**config.mk**
```make
export PLATFORM = sky130hd
export DESIGN_NAME = apb_slave_regfile
export DESIGN_NICKNAME = d
export VERILOG_FILES = /design/src/rtl/apb_slave_regfile.sv
export SDC_FILE = /design/constraint.sdc
export NUM_CORES = 1
export LEC_CHECK = 0
export BUFFER_PORTS_ARGS = -buffer_cell sky130_fd_sc_hd__buf_2
export CORE_ASPECT_RATIO = 1.75
export CORE_MARGIN = 2
export CORE_UTILIZATION = 50
export CTS_CLUSTER_DIAMETER = 200
export CTS_CLUSTER_SIZE = 8
export DETAILED_ROUTE_END_ITERATION = 16
export GPL_ROUTABILITY_DRIVEN = 0
export GPL_TIMING_DRIVEN = 0
export PLACE_DENSITY = 0.69
export SYNTH_ARGS = -nofsm -noshare
export SYNTH_HDL_FRONTEND = slang
export SYNTH_SLANG_ARGS = --single-unit
```
**constraint.sdc**
```tcl
create_clock -name pclk -period 3.38 [get_ports pclk]
set_clock_uncertainty 0.05 [all_clocks]
set_input_delay 0.338 -clock pclk [delete_from_list [all_inputs] [get_ports pclk]]
set_output_delay 0.338 -clock pclk [all_outputs]
set_load 0.01 [all_outputs]
```
**src/rtl/apb_slave_regfile.sv**
```systemverilog
// APB slave with a four-entry register file (DATA0, DATA1, CTRL, STATUS) and error/write counters.
// Latency: pready in access cycle WAIT_STATES+1; pready/prdata/pslverr are registered.
// Backpressure: the slave stretches each transfer with WAIT_STATES wait cycles; dropping psel mid-transfer aborts it.
module apb_slave_regfile #(
    parameter int unsigned WAIT_STATES = 1
) (
    input  logic        pclk,
    input  logic        preset,
    input  logic        psel,
    input  logic        penable,
    input  logic        pwrite,
    input  logic [7:0]  paddr,
    input  logic [31:0] pwdata,
    input  logic [3:0]  pstrb,
    output logic        pready,
    output logic [31:0] prdata,
    output logic        pslverr
);

    typedef enum logic [1:0] {
        IDLE       = 2'd0,
        SETUP_SEEN = 2'd1,
        WAIT       = 2'd2,
        DONE       = 2'd3
    } state_t;

    localparam logic [3:0] WS_CNT   = 4'(WAIT_STATES);
    // With no wait states the setup edge lands directly in DONE so pready shows in the first access cycle.
    localparam state_t     FIRST_ST = (WAIT_STATES == 0) ? DONE : SETUP_SEEN;

    state_t      state_q, state_d;
    logic [3:0]  wait_cnt_q, wait_cnt_d;

    // Transfer attributes captured at the setup edge; the bus may change afterwards.
    logic [7:0]  addr_q, addr_d;
    logic        write_q, write_d;
    logic [31:0] wdata_q, wdata_d;
    logic [3:0]  strb_q, strb_d;

    logic [31:0] data0_q, data0_d;
    logic [31:0] data1_q, data1_d;
    logic [7:0]  ctrl_q, ctrl_d;
    logic [15:0] wr_cnt_q, wr_cnt_d;
    logic [15:0] err_cnt_q, err_cnt_d;

    logic        pready_q, pready_d;
    logic [31:0] prdata_q, prdata_d;
    logic        pslverr_q, pslverr_d;

    logic        setup_phase;
    logic        access_phase;
    logic        capture;

    assign setup_phase  = psel & ~penable;
    assign access_phase = psel & penable;
    assign capture      = setup_phase & ((state_q == IDLE) | (state_q == DONE));

    assign pready  = pready_q;
    assign prdata  = prdata_q;
    assign pslverr = pslverr_q;

    // Misaligned, out-of-map, or a write to the read-only STATUS register.
    function automatic logic addr_err(input logic [7:0] a, input logic w);
        return (a[1:0] != 2'b00) || (a >= 8'h10) || (w && (a == 8'h0C));
    endfunction

    // Next-state logic; wait_cnt counts down the access cycles spent in SETUP_SEEN and WAIT.
    always_comb begin
        state_d    = state_q;
        wait_cnt_d = wait_cnt_q;
        unique case (state_q)
            IDLE: begin
                if (setup_phase) begin
                    state_d = FIRST_ST;
                end
            end
            SETUP_SEEN, WAIT: begin
                if (!psel) begin
                    state_d = IDLE;
                end else if (penable) begin
                    state_d    = (wait_cnt_q == 4'd1) ? DONE : WAIT;
                    wait_cnt_d = wait_cnt_q - 4'd1;
                end
            end
            DONE: begin
                state_d = setup_phase ? FIRST_ST : IDLE;
            end
            default: state_d = IDLE;
        endcase
        // The count is loaded when the setup is accepted, so SETUP_SEEN is the first counted cycle.
        if (capture) begin
            wait_cnt_d = WS_CNT;
        end
    end

    // Datapath and output next values: commit in DONE, registered response for the cycle entering DONE.
    always_comb begin
        logic        commit_err;
        logic        wr_ok;
        logic        nxt_err;
        logic [31:0] rd_mux;

        addr_d  = capture ? paddr   : addr_q;
        write_d = capture ? pwrite  : write_q;
        wdata_d = capture ? pwdata  : wdata_q;
        strb_d  = capture ? pstrb   : strb_q;

        commit_err = (state_q == DONE) && addr_err(addr_q, write_q);
        wr_ok      = (state_q == DONE) && write_q && !addr_err(addr_q, write_q);

        data0_d   = data0_q;
        data1_d   = data1_q;
        ctrl_d    = ctrl_q;
        wr_cnt_d  = wr_cnt_q;
        err_cnt_d = err_cnt_q;

        if (wr_ok) begin
            for (int i = 0; i < 4; i++) begin
                if (strb_q[i]) begin
                    if (addr_q[3:2] == 2'd0) data0_d[8*i +: 8] = wdata_q[8*i +: 8];
                    if (addr_q[3:2] == 2'd1) data1_d[8*i +: 8] = wdata_q[8*i +: 8];
                end
            end
            if ((addr_q[3:2] == 2'd2) && strb_q[0]) begin
                ctrl_d = wdata_q[7:0];
            end
            if (wr_cnt_q != 16'hFFFF) begin
                wr_cnt_d = wr_cnt_q + 16'd1;
            end
        end
        if (commit_err && (err_cnt_q != 16'hFFFF)) begin
            err_cnt_d = err_cnt_q + 16'd1;
        end

        // Read from next-state values so a commit on the same edge is already visible.
        unique case (addr_d[3:2])
            2'd0:    rd_mux = data0_d;
            2'd1:    rd_mux = data1_d;
            2'd2:    rd_mux = {24'd0, ctrl_d};
            default: rd_mux = {err_cnt_d, wr_cnt_d};
        endcase

        nxt_err   = addr_err(addr_d, write_d);
        pready_d  = (state_d == DONE);
        pslverr_d = pready_d && nxt_err;
        prdata_d  = (pready_d && !write_d && !nxt_err) ? rd_mux : 32'd0;
    end

    // FSM, captured transfer and response registers; reset wins over everything.
    always_ff @(posedge pclk) begin
        if (preset) begin
            state_q    <= IDLE;
            wait_cnt_q <= 4'd0;
            addr_q     <= 8'd0;
            write_q    <= 1'b0;
            wdata_q    <= 32'd0;
            strb_q     <= 4'd0;
            pready_q   <= 1'b0;
            prdata_q   <= 32'd0;
            pslverr_q  <= 1'b0;
        end else begin
            state_q    <= state_d;
            wait_cnt_q <= wait_cnt_d;
            addr_q     <= addr_d;
            write_q    <= write_d;
            wdata_q    <= wdata_d;
            strb_q     <= strb_d;
            pready_q   <= pready_d;
            prdata_q   <= prdata_d;
            pslverr_q  <= pslverr_d;
        end
    end

    // Register file and saturating counters.
    always_ff @(posedge pclk) begin
        if (preset) begin
            data0_q   <= 32'd0;
            data1_q   <= 32'd0;
            ctrl_q    <= 8'd0;
            wr_cnt_q  <= 16'd0;
            err_cnt_q <= 16'd0;
        end else begin
            data0_q   <= data0_d;
            data1_q   <= data1_d;
            ctrl_q    <= ctrl_d;
            wr_cnt_q  <= wr_cnt_d;
            err_cnt_q <= err_cnt_d;
        end
    end

endmodule

```
==> impl_results.md <==
* Drt first pass iters at 5
* Crit path launch: state_q[1]
* Antenna Nets Post-Route at 0
* Synth Instances at 896
* Total routed wirelength at between 20000 and 25000 µm
* Ys Warns at 0
* Layout Cells excl Fill at 1194
* Core footprint at 0.0153 mm²
* Port bufs at 80
* Fin util at about three fifths
* Syn Nets at 951
* #FFs+latches synth at 189
* Clk pin slew, worst setup/hold paths at ~70 ps
* EDFF count, synth at 0
* Starting Density at between 50% and 60%
* Die area at 0.0166 mm²
* Tcrit/Tclk final at 95.7%
* Synth Flop Type: dfxtp_1
* Layout area overhead at 16.1%
* Site Rows at 60
* WHS at 86.7 ps
* Share of layout cells above drive strength 1 at 15.1%
* Async set-reset flop share out of synthesis at 0%
* Via/cell ratio at 5.66
* Crit path launch type: flip-flop
* Reg2reg setup slack at 140 ps
* Fmax at ~0.3 GHz
* Pwr dens at 515 mW/mm²
* Ports at 83
* Remaining DRCs at 0
* Post-synthesis sequential area ratio at 48.5%
* Crit-path max FO at 10
* Antenna cell count at 0
* Fin. max-slew vios at 0
* Clk sink count at approximately 190
* Max H-tree Level at 4
* RSZ-0062 raised after global routing: no
* Lkg Pwr at roughly 3.7 nW
* Worst slew margin at 53.8%
* Initial antenna violation count at 0
* # hold bufs at CTS at 0
* Grt ovf at 0
* Pwr Total at 4.67 mW
* Critical Path End: prdata[29]
* First-pass GRT wire length at about 33000 µm
* CTS tree: done
* Worst slew pin tran at about 700 ps
* Vias in the first global route at 6489
* Post-CTS Setup Inserts at 0
* Worst r2r dst: prdata[29]
* Fin. Hold Viols at 0
* Num CTS Buffers at 17
* Via count at 6755
* Final setup TNS at 0 ps
* CP Capture Type: flip-flop
* Crit Path Class: reg2reg
* Pin count of the biggest net entering global routing at 19
* WP data required at approximately 3600 ps
* Crit path time final at 3240 ps
* Die width at 98.4 µm
* Final Setup Violations at 0
* Reg2Reg Depth at 10
* Detailed-route wire length per cell at 17.9 µm
* Drt first-iter violations at 329
* Nets at about 1100
* Detailed-placement wirelength estimate at 15600 µm
* Max IR drop VDD at 0.000292 V
* Inst Count DP at 1162
* Gr usage total at 25.6%
* Die Span Y at 169 µm
* Origin of the critical flop-to-flop path: state_q[1]
* Post-synthesis cell type count at 60
* Hold Path Class: in2reg
* Status: finished clean
* Worst Path Arrival at about 3500 ps
* Clk Tree Root Cell: clkbuf_16
* Clock Tree Buf Depth at 2
* Mapped Area at 0.00779 mm²
* Clk Latency, worst-skew pair at ~430 ps
* Max-cap violations at 0
* Avg Synthesized Cell Area at 8.70 µm²
-- routing by layer --
metal	GRT usage [%]	vias up	part of all wire (%)
met3	4.49	55	4.4
met4	12.6	0	4.2
li1	-	3289	-
met1	27.6	3209	38
met2	47.5	202	53
met5	0	-	0
-- cells in the final DEF, fill, tap and decap left out, types with 3 or more instances in the layout --
cell       count
and2_1         6
o21ai_0        4
inv_8          4
inv_1         11
nand2_1      157
o32ai_1       18
dfxtp_1      189
a21oi_1       72
buf_6          5
nand3_1       23
nand2b_1       3
nor4_1         9
buf_2         90
clkbuf_1      31
clkinv_4       3
a221oi_1       5
nand4_1       11
mux2_2         3
ha_1           6
xor2_1         7
nand4b_1       3
nor2_1       140
nand3b_1       3
clkbuf_16     17
nor4_4         3
a211oi_1       7
o22ai_1       15
xnor2_1       19
and4_1         6
buf_1          4
o21a_1         5
mux2i_1       59
and3_1         8
nor3_1        14
-- sequential cells by signal (all words and copies together), names as in the netlist --
name,count
addr_q,8
ctrl_q,8
data0_q,32
data1_q,32
err_cnt_q,16
prdata,32
pready,1
pslverr,1
state_q,2
strb_q,4
wait_cnt_q,4
wdata_q,32
wr_cnt_q,16
write_q,1
-- worst max-delay path, cell delays in order (launching register included) --
cell      delay, ps
dfxtp_1         390
inv_1            60
ha_1            260
clkbuf_1        220
nor3b_4         510
mux2i_2         400
buf_2           330
nor2_1          170
nand2_1         210
clkbuf_2        310
o32ai_1         180
-- through the flow --
stage | setup WS (ps) | area [µm²]
6_report | 144 | 9050
5_1_grt | 19.6 | 9050
4_1_cts | 81.5 | 9040
3_5_place_dp | -332 | 8430
3_3_place_gp | -312 | 8430
2_1_floorplan | 791 | 7790
-- final cells by class --
type	count	area [µm²]
Buffer	52	254
Inverter	11	41.3
Fill cell	1438	6260
Timing Repair Buffer	80	400
Clock inverter	14	178
Tap cell	186	233
Multi-Input combinational cell	644	3730
Sequential cell	189	3780
Clock buffer	18	429
-- how the worst min path moves through the flow --
stage	from	slack [ps]	cells after the start	end
after floorplan	data0_q[3]	380	2	data0_q[3]
after global placement	data0_q[4]	390	2	data0_q[4]
after detailed placement	data0_q[31]	390	2	data0_q[31]
after CTS	pwdata[26]	80	3	wdata_q[26]
after global routing	pwdata[13]	80	3	wdata_q[13]
final	pwdata[13]	90	3	wdata_q[13]
-- what timing repair did --
item / CTS / global route
hold endpoints to repair: 0 / 0
cloned: 0 / 0
endpoints found under the setup margin: 10 / 10
pin swaps: 0 / 0
resized for setup: 2 / 2
-- logic make-up after synthesis --
logic type	after synthesis	share of synthesized area, %
buffers and inverters	63	3.77
and+or+nand+nor	407	24.1
DFF	189	48.5
adders and majority gates	6	0.963
muxes	64	8.27
AOI/OAI and AO/OA	141	11.4
xor gates and xnor gates	26	2.92
-- cells in the mapped netlist (3+ instances only) --
master,number,share of area (%)
nand2b_1,3,0.24
xnor2_1,19,2.1
buf_2,10,0.64
nor3_1,14,0.90
nand2_1,157,7.6
dfxtp_1,189,49
a21oi_1,72,4.6
and3_1,8,0.64
buf_6,5,0.72
a211oi_1,7,0.67
nand4_1,11,0.88
o21a_1,5,0.48
o32ai_1,18,2.0
nand4b_1,3,0.34
o22ai_1,15,1.2
ha_1,6,0.96
nor4_1,9,0.72
mux2_2,3,0.43
buf_1,4,0.19
o21ai_0,4,0.26
and2_1,6,0.48
a221oi_1,5,0.56
mux2i_1,61,7.8
nor4_4,3,0.82
nand3b_1,3,0.29
and4_1,6,0.67
clkbuf_1,31,1.5
xor2_1,7,0.79
nand3_1,23,1.5
nor2_1,140,6.7
inv_1,11,0.53
-- report_power, final --
part / internal (mW) / switching [mW] / total, mW
logic: 0.0997 / 0.206 / 0.305
registers: 2.26 / 0.0324 / 2.29
clock network: 1.12 / 0.948 / 2.07
total: 3.48 / 1.19 / 4.67
No activity file was read; power rests on OpenSTA's default activity.
